File: src/rtl/router_ordermap_sched.sv
// router_ordermap_sched: round-robin front-end for router_ordermap with an order_id
// read-after-write interlock. Optional hazard statistics: define ROUTER_SCHED_STATS_EN.
package pipebomb_pkg;
  localparam int ORDER_ID_W = 16;
  localparam int QTY_W      = 16;

  typedef logic [ORDER_ID_W-1:0] order_id_t;

  typedef enum logic [2:0] {
    ITCH_NOP     = 3'd0,
    ITCH_ADD     = 3'd1,
    ITCH_EXEC    = 3'd2,
    ITCH_CANCEL  = 3'd3,
    ITCH_DELETE  = 3'd4,
    ITCH_REPLACE = 3'd5
  } opcode_e;

  typedef struct packed {
    opcode_e          opcode;
    order_id_t        order_id;
    logic [QTY_W-1:0] qty;
  } inst_t;
endpackage

module router_ordermap_sched
  import pipebomb_pkg::*;
#(
  parameter int NUM_REQ      = 2,
  parameter int INFLIGHT_MAX = 3
) (
  input  logic                clk,
  input  logic                rstn,
  input  logic [NUM_REQ-1:0]  req_v,
  output logic [NUM_REQ-1:0]  req_r,
  input  inst_t [NUM_REQ-1:0] req_d,
  output logic                out_v,
  input  logic                out_r,
  output inst_t               out_d,
  input  logic                ret_v,
  output logic                err_underflow,
  output logic [31:0]         hazard_stall_cnt
);

  localparam int RW = (NUM_REQ > 1) ? $clog2(NUM_REQ) : 1;
  localparam int PW = (INFLIGHT_MAX > 1) ? $clog2(INFLIGHT_MAX) : 1;
  localparam int CW = $clog2(INFLIGHT_MAX + 1);
  localparam logic [CW-1:0] FULL_CNT = CW'(INFLIGHT_MAX);

  // In-flight table: payload per slot plus a live bit per slot.
  order_id_t               r_tab_id [INFLIGHT_MAX];
  logic [INFLIGHT_MAX-1:0] r_tab_cmp;
  logic [INFLIGHT_MAX-1:0] r_tab_v;
  logic [PW-1:0]           r_wr_ptr;
  logic [PW-1:0]           r_rd_ptr;
  logic [CW-1:0]           r_count;
  logic [RW-1:0]           r_rr_ptr;
  logic                    r_out_v;
  inst_t                   r_out_d;
  logic                    r_err_underflow;

  logic [NUM_REQ-1:0] w_blocked;
  logic [NUM_REQ-1:0] w_eligible;
  logic [RW:0]        w_idx;
  logic [RW-1:0]      w_grant;
  logic               w_found;
  logic               w_full;
  logic               w_can_accept;
  logic               w_accept;
  logic               w_pop;

  function automatic logic [PW-1:0] ptr_inc(input logic [PW-1:0] p);
    return (p == PW'(INFLIGHT_MAX - 1)) ? '0 : p + PW'(1);
  endfunction

  // An entry that is popping this cycle still blocks: the check uses registered state only.
  always_comb begin
    w_blocked = '0;
    for (int i = 0; i < NUM_REQ; i++) begin
      for (int j = 0; j < INFLIGHT_MAX; j++) begin
        if (req_v[i] && (req_d[i].opcode != ITCH_NOP) && r_tab_v[j] && r_tab_cmp[j] &&
            (r_tab_id[j] == req_d[i].order_id)) begin
          w_blocked[i] = 1'b1;
        end
      end
    end
  end

  assign w_eligible = req_v & ~w_blocked;

  // NOTE: combinational blocks use blocking assignments with every output defaulted
  // first, so the scan reads its own partial results and no latch is inferred.
  always_comb begin
    w_found = 1'b0;
    w_grant = '0;
    w_idx   = '0;
    for (int k = 0; k < NUM_REQ; k++) begin
      w_idx = {1'b0, r_rr_ptr} + (RW+1)'(k);
      if (w_idx >= (RW+1)'(NUM_REQ)) begin
        w_idx = w_idx - (RW+1)'(NUM_REQ);
      end
      if (!w_found && w_eligible[w_idx[RW-1:0]]) begin
        w_found = 1'b1;
        w_grant = w_idx[RW-1:0];
      end
    end
  end

  assign w_full       = (r_count == FULL_CNT);
  assign w_can_accept = (!r_out_v || out_r) && !w_full;
  // Gating with rstn keeps req_r at zero while reset is held.
  assign w_accept     = rstn && w_can_accept && w_found;
  assign w_pop        = ret_v && (r_count != '0);
  assign req_r        = w_accept ? (NUM_REQ'(1) << w_grant) : '0;

  // NOTE: state registers use non-blocking assignments so every flop samples
  // pre-edge values regardless of statement order.
  always_ff @(posedge clk or negedge rstn) begin
    if (!rstn) begin
      r_tab_v         <= '0;
      r_wr_ptr        <= '0;
      r_rd_ptr        <= '0;
      r_count         <= '0;
      r_rr_ptr        <= '0;
      r_out_v         <= 1'b0;
      r_out_d         <= '0;
      r_err_underflow <= 1'b0;
    end else begin
      if (w_pop) begin
        r_tab_v[r_rd_ptr] <= 1'b0;
        r_rd_ptr          <= ptr_inc(r_rd_ptr);
      end
      if (w_accept) begin
        r_tab_v[r_wr_ptr] <= 1'b1;
        r_wr_ptr          <= ptr_inc(r_wr_ptr);
        r_rr_ptr          <= (w_grant == RW'(NUM_REQ - 1)) ? '0 : w_grant + RW'(1);
      end
      case ({w_accept, w_pop})
        2'b10:   r_count <= r_count + CW'(1);
        2'b01:   r_count <= r_count - CW'(1);
        default: r_count <= r_count;
      endcase
      if (ret_v && (r_count == '0)) begin
        r_err_underflow <= 1'b1;
      end
      if (w_accept) begin
        r_out_v <= 1'b1;
        r_out_d <= req_d[w_grant];
      end else if (out_r) begin
        r_out_v <= 1'b0;
      end
    end
  end

  // NOTE: table payload is not reset; r_tab_v alone decides which slots are live.
  always_ff @(posedge clk) begin
    if (w_accept) begin
      r_tab_id[r_wr_ptr]  <= req_d[w_grant].order_id;
      r_tab_cmp[r_wr_ptr] <= (req_d[w_grant].opcode != ITCH_NOP);
    end
  end

  assign out_v         = r_out_v;
  assign out_d         = r_out_d;
  assign err_underflow = r_err_underflow;

`ifdef ROUTER_SCHED_STATS_EN
  logic [31:0] r_hz_cnt;

  always_ff @(posedge clk or negedge rstn) begin
    if (!rstn) begin
      r_hz_cnt <= '0;
    end else if ((|w_blocked) && (r_hz_cnt != '1)) begin
      r_hz_cnt <= r_hz_cnt + 32'd1;
    end
  end

  assign hazard_stall_cnt = r_hz_cnt;
`else
  assign hazard_stall_cnt = '0;
`endif

endmodule

File: config.mk
export PLATFORM = sky130hd
export DESIGN_NAME = router_ordermap_sched
export DESIGN_NICKNAME = d
export VERILOG_FILES = /design/src/rtl/router_ordermap_sched.sv
export SDC_FILE = /design/constraint.sdc
export NUM_CORES = 1
export LEC_CHECK = 0
export CAP_MARGIN = 10
export CORE_MARGIN = 4
export CORE_UTILIZATION = 53
export CTS_BUF_LIST = sky130_fd_sc_hd__clkbuf_4
export CTS_CLUSTER_DIAMETER = 60
export DETAILED_ROUTE_END_ITERATION = 12
export HOLD_SLACK_MARGIN = 0.05
export PLACE_DENSITY = 0.9
export SKIP_LAST_GASP = 1
export SLEW_MARGIN = 20
export SYNTH_ARGS = -nofsm -noshare
export SYNTH_HDL_FRONTEND = slang
export SYNTH_SLANG_ARGS = --single-unit
File: constraint.sdc
create_clock -name clk -period 9.9 [get_ports clk]
set_clock_uncertainty 0.2 [all_clocks]
set_input_delay 1.98 -clock clk [delete_from_list [all_inputs] [get_ports clk]]
set_output_delay 1.98 -clock clk [all_outputs]
set_load 0.02 [all_outputs]
==> results.md <==
* Setup TNS Final at 0 ns
* Drt pass-1 iters at 4
* CP Max Fanout at 41
* CTS Buf Count at 9
* Clock-pin slew of the registers on the worst-case setup and hold paths at 0.16 ns
* Wire length per cell at 18.9 microns
* DIE WIDTH at 107 microns
* YS warnings at 0
* Count leader, synth: xor2_1
* DRT iter0 DRCs at 165
* Top FF cell, synth: edfxtp_1
* CP max stage delay at 0.75 ns
* Cells after synthesis at 409
* Final ANT Viol Nets at 0
* TritonCTS clock tree: done
* Number of synthesized register bits at 98
* Drt total wl at 12500 microns
* Max clock buf depth at 2
* Row count at 35
* P_leak at 2.60 nW
* DR DRC count at 0
* Post-route cell area at 6500 sq um
* Hold_buf cts at 0
* Clock sinks at 98
* Placed cell areas at 6300 sq um
* Simple-gate share of the synthesized area at 8.17%
* Clk_lat worst skew at 0.45 ns
* Hold Vio Cnt, Final at 0
* H-tree depth at 3
* Via density at 5.25
* Core area at 9330 sq um
* Setup CP Type: in -> out
* Crit-path leading delay family: buffers and inverters
* Req. time, crit path at 7.72 ns
* Vias in the first global route at 3578
* Area growth, synth to finish at 26.4%
* Mean Syn Cell Area at 12.6 sq um
* Post-synth top area cell: edfxtp_1
* First-pass GRT wire length at 19500 microns
* Top post-synthesis cells by area: edfxtp_1, dfrtp_1, xor2_1
* HPWL after detailed placement at 9420 microns
* Min cycle time layout at 7.51 ns
* Post-synthesis adder-cell area fraction at 0.243%
* Resized cells post-CTS at 0
* Final Hold Slack at 0.277 ns
* Via count at 3478
* Sequential-to-total area share from yosys stat at 52.6%
* Worst min path class: reg -> reg
* Yosys cell types at 35
* Die H at 107 microns
* Share of the synthesized area in the top cell type at 29.8%
* Status: complete, no violations
* Crit end category: output pin
* Period utilization at 75.9%
* Largest family of logic cells by synthesized area: XOR/XNOR gates
* Setup Viol. Count Final at 0
* Fin util at 69.7%
* Placer Congestion at 0.869
* Critical path arrival at 5.33 ns
* Post-synthesis mux area share at 11.2%
* Total GRT Usage at 22.5%
* Largest net degree at the start of global routing at 49
* Ys async rst share at 48.0%
* IO Count at 147
* IO buf count at 114
* Slew Viols, Final at 0
* Commonest cells in the netlist: xor2_1, edfxtp_1, dfrtp_1
* Post-Synth XOR/XNOR Area at 16.8%
* Nets at 605
* Root Driver: clkbuf_4
* Max Clk Rate at 133 MHz
* RSZ-0062 raised after global routing: no
* MaxCap Viol Count at 0
* Die Footprint at 11400 sq um
* Layout cells sized above 1 at 11.6%
* Tightest Pin Transition at 1.07 ns
* Mapped Area at 5150 sq um
* Crit path cell chain: clkdlybuf4s50_1 -> xor2_1 -> nor4_1 -> nand3_1 -> o22ai_1 -> nor2_1 -> o2111ai_4 -> nor2_1 -> clkdlybuf4s50_1
* Grt ovf at 0
* Rel. slew slack at 28.6%
* Diodes inserted at 0
* Post CTS Setup Buffer Count at 0
* Initial core utilization at 55.2%
* Worst vdd ir at 0.000164 V
* Crit start category: input port
* Post-synthesis compound-gate area fraction at 4.35%
* Post-synth EDFFs at 51
* CP Buf/Inv Count at 2
* Antenna violations before repair at 0
* Worst path slowest cell: o2111ai_4
* Cell area power density at 232 nW/um^2
==> power breakdown <==
group / switching (mW) / internal, mW / leakage [nW]
clock: 0.138 / 0.132 / 0.101
sequential: 0.0847 / 0.562 / 1.03
combinational: 0.309 / 0.283 / 1.47
==> placed cells by master (no fill, tap or decap), types with 2 or more instances in the layout <==
| cell | n |
|---|---|
| a21o_1 | 6 |
| buf_4 | 4 |
| dfrtp_1 | 47 |
| xnor2_1 | 24 |
| clkdlybuf4s50_1 | 113 |
| clkbuf_4 | 10 |
| nand3_1 | 10 |
| nand2b_1 | 2 |
| o21ai_0 | 18 |
| nor3_1 | 7 |
| nor2b_1 | 2 |
| inv_1 | 2 |
| mux2_4 | 4 |
| mux2i_1 | 20 |
| mux2_2 | 28 |
| conb_1 | 32 |
| bufinv_16 | 3 |
| nor2_1 | 5 |
| xor2_1 | 75 |
| nand4_1 | 6 |
| nand2_1 | 26 |
| o21ai_1 | 2 |
| inv_6 | 2 |
| nor3b_4 | 2 |
| nor4_1 | 17 |
| edfxtp_1 | 51 |
==> flip-flops by register name, indices dropped and copies added (netlist names) <==
signal / count
err_underflow: 1
out_d: 35
out_v: 1
r_count: 2
r_rd_ptr: 2
r_rr_ptr: 1
r_tab_cmp: 3
r_tab_id: 48
r_tab_v: 3
r_wr_ptr: 2
==> stage by stage <==
step	total power, mW	setup WS (ns)	instances
floorplan	0.978	4.13	440
global placement	1.23	2.49	645
detailed placement	1.25	2.51	645
CTS	1.52	2.44	661
global route	1.59	2.13	662
finish	1.51	2.39	662
==> worst paths after layout <==
path / from / end / cells past startpoint / slack, ns
max: req_d[30] / req_r[1] / 9 / 2.39
min: err_underflow$_DFFE_PN0P_ / err_underflow$_DFFE_PN0P_ / 1 / 0.28
max reg2reg: r_tab_id[1][14]$_DFFE_PP_ / r_count[1]$_DFFE_PN0P_ / 10 / 5.99
min reg2reg: err_underflow$_DFFE_PN0P_ / err_underflow$_DFFE_PN0P_ / 1 / 0.28
max in group asynchronous: rstn / r_tab_v[0]$_DFF_PN0_ / 2 / 7.60
min in group asynchronous: rstn / out_d[26]$_DFFE_PN0P_ / 2 / 1.38
==> metal layers <==
metal	vias up	wire length, microns	global-route usage (%)
met1	1710	5450	30.7
li1	1619	-	-
met5	-	0	0
met2	130	6150	36.1
met3	19	639	3.46
met4	0	267	9.32
==> final cells by class <==
type | instances | area, sq um
fillers | 678 | 2820
inverters | 2 | 7.51
multi-input cells | 298 | 2260
well taps | 129 | 161
flip-flops and latches | 98 | 2710
clock inverters | 6 | 113
clock buffers | 10 | 75.1
repair buffers | 119 | 1180
==> logic make-up (layout without fill, tap and decap cells) <==
kind of cell,Yosys count,after routing
xor gates and xnor gates,99,99
adders and majority gates,1,1
buffers and inverters,44,137
AOI/OAI and AO/OA,32,32
other,1,32
muxes,52,52
and+or+nand+nor,82,82
DFF,98,98
Note: power is estimated with default switching activity, not from simulation.
